<file path="config.mk">
export PLATFORM = sky130hd
export DESIGN_NAME = alu_seq
export DESIGN_NICKNAME = d
export VERILOG_FILES = /design/src/rtl/alu_pkg.sv /design/src/rtl/alu_seq_iter.sv /design/src/rtl/alu_seq.sv
export SDC_FILE = /design/constraint.sdc
export NUM_CORES = 1
export LEC_CHECK = 0
export ABC_AREA = 1
export CORE_MARGIN = 2
export CORE_UTILIZATION = 53
export CTS_CLUSTER_DIAMETER = 50
export DETAILED_ROUTE_END_ITERATION = 10
export PLACE_DENSITY = 0.74
export REMOVE_ABC_BUFFERS = 1
export SETUP_SLACK_MARGIN = 0.05
export SYNTH_ARGS = -nofsm -noshare
export SYNTH_HDL_FRONTEND = slang
export SYNTH_HIERARCHICAL = 1
export SYNTH_SLANG_ARGS = --single-unit
</file>
<file path="constraint.sdc">
create_clock -name clk -period 7.03 [get_ports clk]
set_input_delay 0.703 -clock clk [delete_from_list [all_inputs] [get_ports clk]]
set_output_delay 0.703 -clock clk [all_outputs]
set_load 0.02 [all_outputs]
</file>
<file path="src/rtl/alu_pkg.sv">
// =============================================================================
// Module : alu_pkg
// Brief  : Func codes, flag bit positions and FSM encoding shared by the ALU.
// Rev    : 1.0
// =============================================================================
`default_nettype none

package alu_pkg;

    localparam int unsigned ALU_R1  = 0;
    localparam int unsigned ALU_R2  = 1;
    localparam int unsigned ALU_ADD = 2;
    localparam int unsigned ALU_SUB = 3;
    localparam int unsigned ALU_MUL = 4;
    localparam int unsigned ALU_DIV = 5;
    localparam int unsigned ALU_MOD = 6;

    localparam int unsigned FLAGS_W    = 4;
    localparam int unsigned FLAG_ZERO  = 0;
    localparam int unsigned FLAG_CARRY = 1;
    localparam int unsigned FLAG_OVF   = 2;
    localparam int unsigned FLAG_DIV0  = 3;

    typedef enum logic [1:0] {
        ST_IDLE = 2'd0,
        ST_BUSY = 2'd1,
        ST_DONE = 2'd2
    } alu_state_e;

    function automatic logic [FLAGS_W-1:0] pack_flags(
        input logic div0,
        input logic ovf,
        input logic carry,
        input logic zero
    );
        logic [FLAGS_W-1:0] f;
        f             = '0;
        f[FLAG_DIV0]  = div0;
        f[FLAG_OVF]   = ovf;
        f[FLAG_CARRY] = carry;
        f[FLAG_ZERO]  = zero;
        return f;
    endfunction

endpackage

`default_nettype wire

</file>
<file path="src/rtl/alu_seq_iter.sv">
// =============================================================================
// Module : alu_seq_iter
// Brief  : Iterative engine: shift-add multiply or restoring divide, one bit per clock.
// Rev    : 1.0
// =============================================================================
`default_nettype none

module alu_seq_iter #(
    parameter int WIDTH = 16
) (
    input  logic             clk,
    input  logic             rst_n,
    input  logic             start_i,
    input  logic             mode_div_i,
    input  logic [WIDTH-1:0] a_i,
    input  logic [WIDTH-1:0] b_i,
    output logic             done_o,
    output logic [WIDTH-1:0] res_lo_o,
    output logic [WIDTH-1:0] res_hi_o
);

    localparam int CNT_W = $clog2(WIDTH + 1);
    localparam logic [CNT_W-1:0] LAST_CNT = CNT_W'(WIDTH - 1);

    logic             busy_q, busy_d;
    logic             div_q, div_d;
    logic [CNT_W-1:0] cnt_q, cnt_d;
    logic [WIDTH-1:0] hi_q, hi_d;
    logic [WIDTH-1:0] lo_q, lo_d;
    logic [WIDTH-1:0] b_q, b_d;
    logic [WIDTH-1:0] step_hi, step_lo;
    logic [WIDTH:0]   mul_sum;
    logic [WIDTH:0]   div_shift;
    logic [WIDTH:0]   div_diff;
    logic             last_step;

    // hi/lo hold {product high, multiplier/product low} for MUL and
    // {partial remainder, dividend/quotient} for DIV/MOD.
    always_comb begin
        mul_sum   = {1'b0, hi_q} + (lo_q[0] ? {1'b0, b_q} : {(WIDTH+1){1'b0}});
        div_shift = {hi_q, lo_q[WIDTH-1]};
        div_diff  = div_shift - {1'b0, b_q};
        if (div_q) begin
            if (!div_diff[WIDTH]) begin
                step_hi = div_diff[WIDTH-1:0];
                step_lo = {lo_q[WIDTH-2:0], 1'b1};
            end else begin
                step_hi = div_shift[WIDTH-1:0];
                step_lo = {lo_q[WIDTH-2:0], 1'b0};
            end
        end else begin
            step_hi = mul_sum[WIDTH:1];
            step_lo = {mul_sum[0], lo_q[WIDTH-1:1]};
        end
    end

    assign last_step = busy_q && (cnt_q == LAST_CNT);

    always_comb begin
        busy_d = busy_q;
        div_d  = div_q;
        cnt_d  = cnt_q;
        hi_d   = hi_q;
        lo_d   = lo_q;
        b_d    = b_q;
        if (start_i) begin
            busy_d = 1'b1;
            div_d  = mode_div_i;
            cnt_d  = '0;
            hi_d   = '0;
            lo_d   = a_i;
            b_d    = b_i;
        end else if (busy_q) begin
            hi_d = step_hi;
            lo_d = step_lo;
            if (last_step) begin
                busy_d = 1'b0;
                cnt_d  = '0;
            end else begin
                cnt_d = cnt_q + CNT_W'(1);
            end
        end
    end

    always_ff @(posedge clk or negedge rst_n) begin
        if (!rst_n) begin
            busy_q <= 1'b0;
            div_q  <= 1'b0;
            cnt_q  <= '0;
            hi_q   <= '0;
            lo_q   <= '0;
            b_q    <= '0;
        end else begin
            busy_q <= busy_d;
            div_q  <= div_d;
            cnt_q  <= cnt_d;
            hi_q   <= hi_d;
            lo_q   <= lo_d;
            b_q    <= b_d;
        end
    end

    // Results are the outcome of the final step, so the owner captures them
    // on the same edge that completes the last iteration.
    assign done_o   = last_step;
    assign res_lo_o = step_lo;
    assign res_hi_o = step_hi;

endmodule

`default_nettype wire

</file>
<file path="src/rtl/alu_seq.sv">
// =============================================================================
// Module : alu_seq
// Brief  : Multi-cycle ALU with valid/ready handshake; owns FSM, 1-cycle ops and flags.
// Rev    : 1.0
// =============================================================================
`default_nettype none

module alu_seq
    import alu_pkg::*;
#(
    parameter int WIDTH  = 16,
    parameter int FUNC_W = 4
) (
    input  logic               clk,
    input  logic               rst_n,
    input  logic               in_valid,
    output logic               in_ready,
    input  logic [FUNC_W-1:0]  func,
    input  logic [WIDTH-1:0]   i0,
    input  logic [WIDTH-1:0]   i1,
    output logic               out_valid,
    input  logic               out_ready,
    output logic [WIDTH-1:0]   o0,
    output logic [FLAGS_W-1:0] flags
);

    alu_state_e          state_q, state_d;
    logic [WIDTH-1:0]    o0_q, o0_d;
    logic [FLAGS_W-1:0]  flags_q, flags_d;
    logic [WIDTH-1:0]    i0_q, i0_d;
    logic [FUNC_W-1:0]   func_q, func_d;
    logic                div0_q, div0_d;

    logic [WIDTH:0]      add_w, sub_w;
    logic [WIDTH-1:0]    short_res;
    logic                short_c, short_v, short_known;
    logic [FLAGS_W-1:0]  short_flags;
    logic                is_long, is_divmod, op_div0;

    logic                iter_start, iter_done;
    logic [WIDTH-1:0]    iter_lo, iter_hi;
    logic [WIDTH-1:0]    long_res, div0_res;
    logic                long_v;
    logic [FLAGS_W-1:0]  long_flags, div0_flags;

    assign add_w = {1'b0, i0} + {1'b0, i1};
    assign sub_w = {1'b0, i0} - {1'b0, i1};

    always_comb begin
        short_res   = '0;
        short_c     = 1'b0;
        short_v     = 1'b0;
        short_known = 1'b1;
        is_long     = 1'b0;
        is_divmod   = 1'b0;
        case (func)
            FUNC_W'(ALU_R1):  short_res = i0;
            FUNC_W'(ALU_R2):  short_res = i1;
            FUNC_W'(ALU_ADD): begin
                short_res = add_w[WIDTH-1:0];
                short_c   = add_w[WIDTH];
                short_v   = (i0[WIDTH-1] == i1[WIDTH-1]) && (add_w[WIDTH-1] != i0[WIDTH-1]);
            end
            FUNC_W'(ALU_SUB): begin
                // Top bit of the widened difference is the borrow.
                short_res = sub_w[WIDTH-1:0];
                short_c   = sub_w[WIDTH];
                short_v   = (i0[WIDTH-1] != i1[WIDTH-1]) && (sub_w[WIDTH-1] != i0[WIDTH-1]);
            end
            FUNC_W'(ALU_MUL): is_long = 1'b1;
            FUNC_W'(ALU_DIV), FUNC_W'(ALU_MOD): begin
                is_long   = 1'b1;
                is_divmod = 1'b1;
            end
            default: short_known = 1'b0;
        endcase
        short_flags = short_known ? pack_flags(1'b0, short_v, short_c, short_res == '0) : '0;
    end

    assign op_div0 = is_divmod && (i1 == '0);

    always_comb begin
        long_res = iter_lo;
        long_v   = 1'b0;
        if (func_q == FUNC_W'(ALU_MUL)) begin
            long_v = |iter_hi;
        end else if (func_q == FUNC_W'(ALU_MOD)) begin
            long_res = iter_hi;
        end
        long_flags = pack_flags(1'b0, long_v, long_v, long_res == '0);
        div0_res   = (func_q == FUNC_W'(ALU_DIV)) ? {WIDTH{1'b1}} : i0_q;
        div0_flags = pack_flags(1'b1, 1'b0, 1'b0, div0_res == '0);
    end

    always_comb begin
        state_d    = state_q;
        o0_d       = o0_q;
        flags_d    = flags_q;
        i0_d       = i0_q;
        func_d     = func_q;
        div0_d     = div0_q;
        iter_start = 1'b0;
        case (state_q)
            ST_IDLE: begin
                if (in_valid) begin
                    i0_d   = i0;
                    func_d = func;
                    div0_d = op_div0;
                    if (is_long) begin
                        state_d    = ST_BUSY;
                        iter_start = !op_div0;
                    end else begin
                        state_d = ST_DONE;
                        o0_d    = short_res;
                        flags_d = short_flags;
                    end
                end
            end
            ST_BUSY: begin
                if (div0_q) begin
                    state_d = ST_DONE;
                    o0_d    = div0_res;
                    flags_d = div0_flags;
                end else if (iter_done) begin
                    state_d = ST_DONE;
                    o0_d    = long_res;
                    flags_d = long_flags;
                end
            end
            ST_DONE: begin
                if (out_ready) begin
                    state_d = ST_IDLE;
                end
            end
            default: state_d = ST_IDLE;
        endcase
    end

    always_ff @(posedge clk or negedge rst_n) begin
        if (!rst_n) begin
            state_q <= ST_IDLE;
            o0_q    <= '0;
            flags_q <= '0;
            i0_q    <= '0;
            func_q  <= '0;
            div0_q  <= 1'b0;
        end else begin
            state_q <= state_d;
            o0_q    <= o0_d;
            flags_q <= flags_d;
            i0_q    <= i0_d;
            func_q  <= func_d;
            div0_q  <= div0_d;
        end
    end

    alu_seq_iter #(
        .WIDTH (WIDTH)
    ) u_iter (
        .clk        (clk),
        .rst_n      (rst_n),
        .start_i    (iter_start),
        .mode_div_i (func != FUNC_W'(ALU_MUL)),
        .a_i        (i0),
        .b_i        (i1),
        .done_o     (iter_done),
        .res_lo_o   (iter_lo),
        .res_hi_o   (iter_hi)
    );

    assign in_ready  = (state_q == ST_IDLE);
    assign out_valid = (state_q == ST_DONE);
    assign o0        = o0_q;
    assign flags     = flags_q;

endmodule

`default_nettype wire
</file>
==> results_dict.tcl <==
set metrics [dict create \
    nNetsFinal 1742 \
    area_delta_synth_final_pct 10.1 \
    vias_per_cell 5.64 \
    crit_chain "inv_1 > ha_1 > inv_1 > fa_1 > nand2_1 > nand2_1 > nand3_1 > nand2_2 > nand2_4 > nand2_4 > nand2_1 > nand2_1 > nand2_1 > nand3_1 > and2_1 > nor4_1 > nand4_1 > a41oi_1 > a21oi_1" \
    yosys_most_used_dff "dfrtp_1" \
    track_usage_pct 32.6 \
    yosysTopAreaCellShare_pct 24.9 \
    via_count 10533 \
    synth_async_sr_flop_share_pct 100 \
    min_period_ps 3960 \
    status "complete, no violations" \
    io_buffer_count 61 \
    ys_seq_area_share_pct 24.9 \
    synth_compound_area_share_pct 13.3 \
    timing.hold.ws_ps 257 \
    cts_tree "yes" \
    synth_area_per_cell_sq_um 6.14 \
    synth_top_family_by_area "simple AND/OR/NAND/NOR gates" \
    end_kind "register" \
    routedWlPerCell_um 17.0 \
    die_y_um 140 \
    slowest_delay_ps 500 \
    min_path_type "in2async" \
    netlist_instances 1604 \
    finClkSkew_ps 13.4 \
    hpwlAfterDp_mm 25.5 \
    ir_worst_vdd_mv 0.458 \
    insertion_delay_ps 350 \
    ys_types 48 \
    r2r_cells 19 \
    fp.dieW_um 140 \
    grt_max_degree 74 \
    first_pass_iters 5 \
    grt_pass1_vias 9867 \
    powerDensity_nw_per_um2 436 \
    rsz0062_at_grt "no" \
    fillers 1768 \
    die-area_sq_um 19700 \
    core_area_sq_um 18100 \
    initial_core_util_pct 54.5 \
    synth_area_sq_um 9860 \
    final_layout_size_suffix_gt1_share_pct 5.25 \
    power.leakage_uw 0.00579 \
    htreeDepth 3 \
    grt_antenna_before_repair 0 \
    drc_errors 0 \
    regToRegSetupSlack_ps 3070 \
    reg2reg_from "u_iter/lo_q[15]" \
    cts_hold_buf 0 \
    io_pins 62 \
    insertedDiodeCount 0 \
    worst_pin_slew_ps 951 \
    instances_no_fill 1866 \
    fin_tns_setup_ps 0 \
    arrival_ps 4180 \
    cts_max_path_buffers 2 \
    maxSlewViolCount 0 \
    max_cap_violations 0 \
    place_inst 1850 \
    yosysTopAreaCell "dfrtp_1" \
    seq_area_sq_um 2450 \
    crit_family "simple AND/OR/NAND/NOR gates" \
    multi_input_area_sq_um 6150 \
    drt-total-wl_mm 31.7 \
    routabilityCongestion 0.978 \
    cts_made_buffers 9 \
    hold_viol 0 \
    cpMaxStageDelayCell "a41oi_1" \
    synth.most_common_cell "nand2_1" \
    crit_fanout 11 \
    cts-resized-gates 0 \
    grt_overflow 0 \
    cts_root_buf "clkbuf_16" \
    initialDrtViolationCount 1130 \
    ys_warn_count 6 \
    cp.required_ps 7250 \
    reg2reg_to "flags[1]" \
    numClockSinks 98 \
    critPathMostFrequentCell "nand2_1" \
    cp_num_buf_inv 2 \
    synth_edf_count 0 \
    ys_seq_elements 98 \
    ant_nets 0 \
    setup_viol_count_final 0 \
    period_share_pct 56.4 \
    rows 49 \
    grt_pass1_wl_mm 51.3 \
    muxShareOfSynthArea_pct 0.330 \
    netlist_top_cells_area "dfrtp_1 25%, nand2_1 20%, inv_1 9.7%" \
    synthAdderAreaFrac_pct 9.19 \
    postCtsSetupRepairBufs 0 \
    synth_xor_area_share_pct 1.24 \
    cp-start-kind "register" \
    synthSimpleGateAreaFrac_pct 38.3 \
    crit_type "reg2reg" \
    timing.slew.headroom_pct 36.0 \
    ys_top_cells_by_count "520 x nand2_1, 254 x inv_1, 132 x nand3_1" \
    clk_pin_slew_ps 70 \
    timing.fmax_ghz 0.252 \
]
==> cells in the final DEF (no fill, tap or decap), types with 4 or more instances in the layout <==
master             n
a21oi_1           67
clkbuf_16          9
clkdlybuf4s50_1   60
o21ai_0          106
inv_2             13
nor2_2            10
ha_1              66
buf_4              7
fa_1               4
nand4_1           17
dfrtp_1           98
and2_1            17
o211ai_1          16
nand2_4            5
inv_1            254
nand3b_1           9
xnor2_1            6
nand3_2           10
nand3_1          132
a21o_1             4
nor4_1            10
xor2_1             8
or2_2              5
nand2_2            8
nor3_1            11
o21ai_1           12
o22ai_1           15
nor2_4             6
nor2_1           101
nand2_1          520
==> where the power goes <==
group          switching, uW  internal, uW
Sequential               249           827
Combinational           2070          1080
Clock                    229           281
==> cell families after synthesis <==
logic type      count (synthesis)
compound gates                236
xor+xnor                       14
fa+ha+maj                      70
buf+inv                       319
flops                          98
mux                             3
simple gates                  864
==> cell type report <==
class	count	area share [%]
inverter	269	9.30
clock buffer	10	2.11
clock inverter	6	0.669
multi-input combinational	1187	56.7
sequential	98	22.6
tap	229	2.64
timing repair buffer	67	6.02
==> state kept, by name, indices dropped and copies added (netlist names), 2 cells and up <==
name          flops
u_iter/cnt_q      5
flags             4
func_q            4
u_iter/hi_q      16
u_iter/lo_q      16
u_iter/b_q       16
state_q           2
o0               16
i0_q             16
==> worst register-to-register path, cell delays in order (launching register included) <==
cell and delay, ps:
dfrtp_1 360, inv_1 170, ha_1 230, inv_1 90, fa_1 420, nand2_1 100
nand2_1 80, nand3_1 110, nand2_2 90, nand2_4 100, nand2_4 60, nand2_1 70
nand2_1 240, nand2_1 150, nand3_1 100, and2_1 170, nor4_1 450, nand4_1 190
a41oi_1 500, a21oi_1 140
==> worst max path at each step <==
stage	from	cells past startpoint	endpoint	slack (ps)
final	u_iter/lo_q[15]	19	flags[1]	3070
after floorplan	func[2]	9	u_iter/lo_q[10]	3110
after global placement	i1[1]	9	u_iter/lo_q[15]	3150
after detailed placement	i1[1]	9	u_iter/lo_q[2]	3120
after global routing	u_iter/lo_q[15]	19	flags[1]	2740
after CTS	u_iter/lo_q[15]	19	flags[1]	3180
==> per-layer routing <==
metal	wire length [um]	vias to the layer above	GRT usage [%]
met5	0	-	0
met2	13500	508	49.3
met1	14200	4806	47.6
met4	921	0	9.78
li1	-	5154	-
met3	3130	65	5.95
==> stage by stage <==
step / setup slack (ps) / util (%) / instance area, sq um / power (uW)
floorplan: 3110 / - / 9600 / 3200
global placement: 3150 / 58.4 / 10600 / 4080
detailed placement: 3120 / 58.4 / 10600 / 4130
CTS: 3180 / 60.0 / 10900 / 4670
global route: 2740 / 60.0 / 10900 / 5170
finish: 3070 / 60.0 / 10900 / 4730
Note: power is estimated with default switching activity, not from simulation.
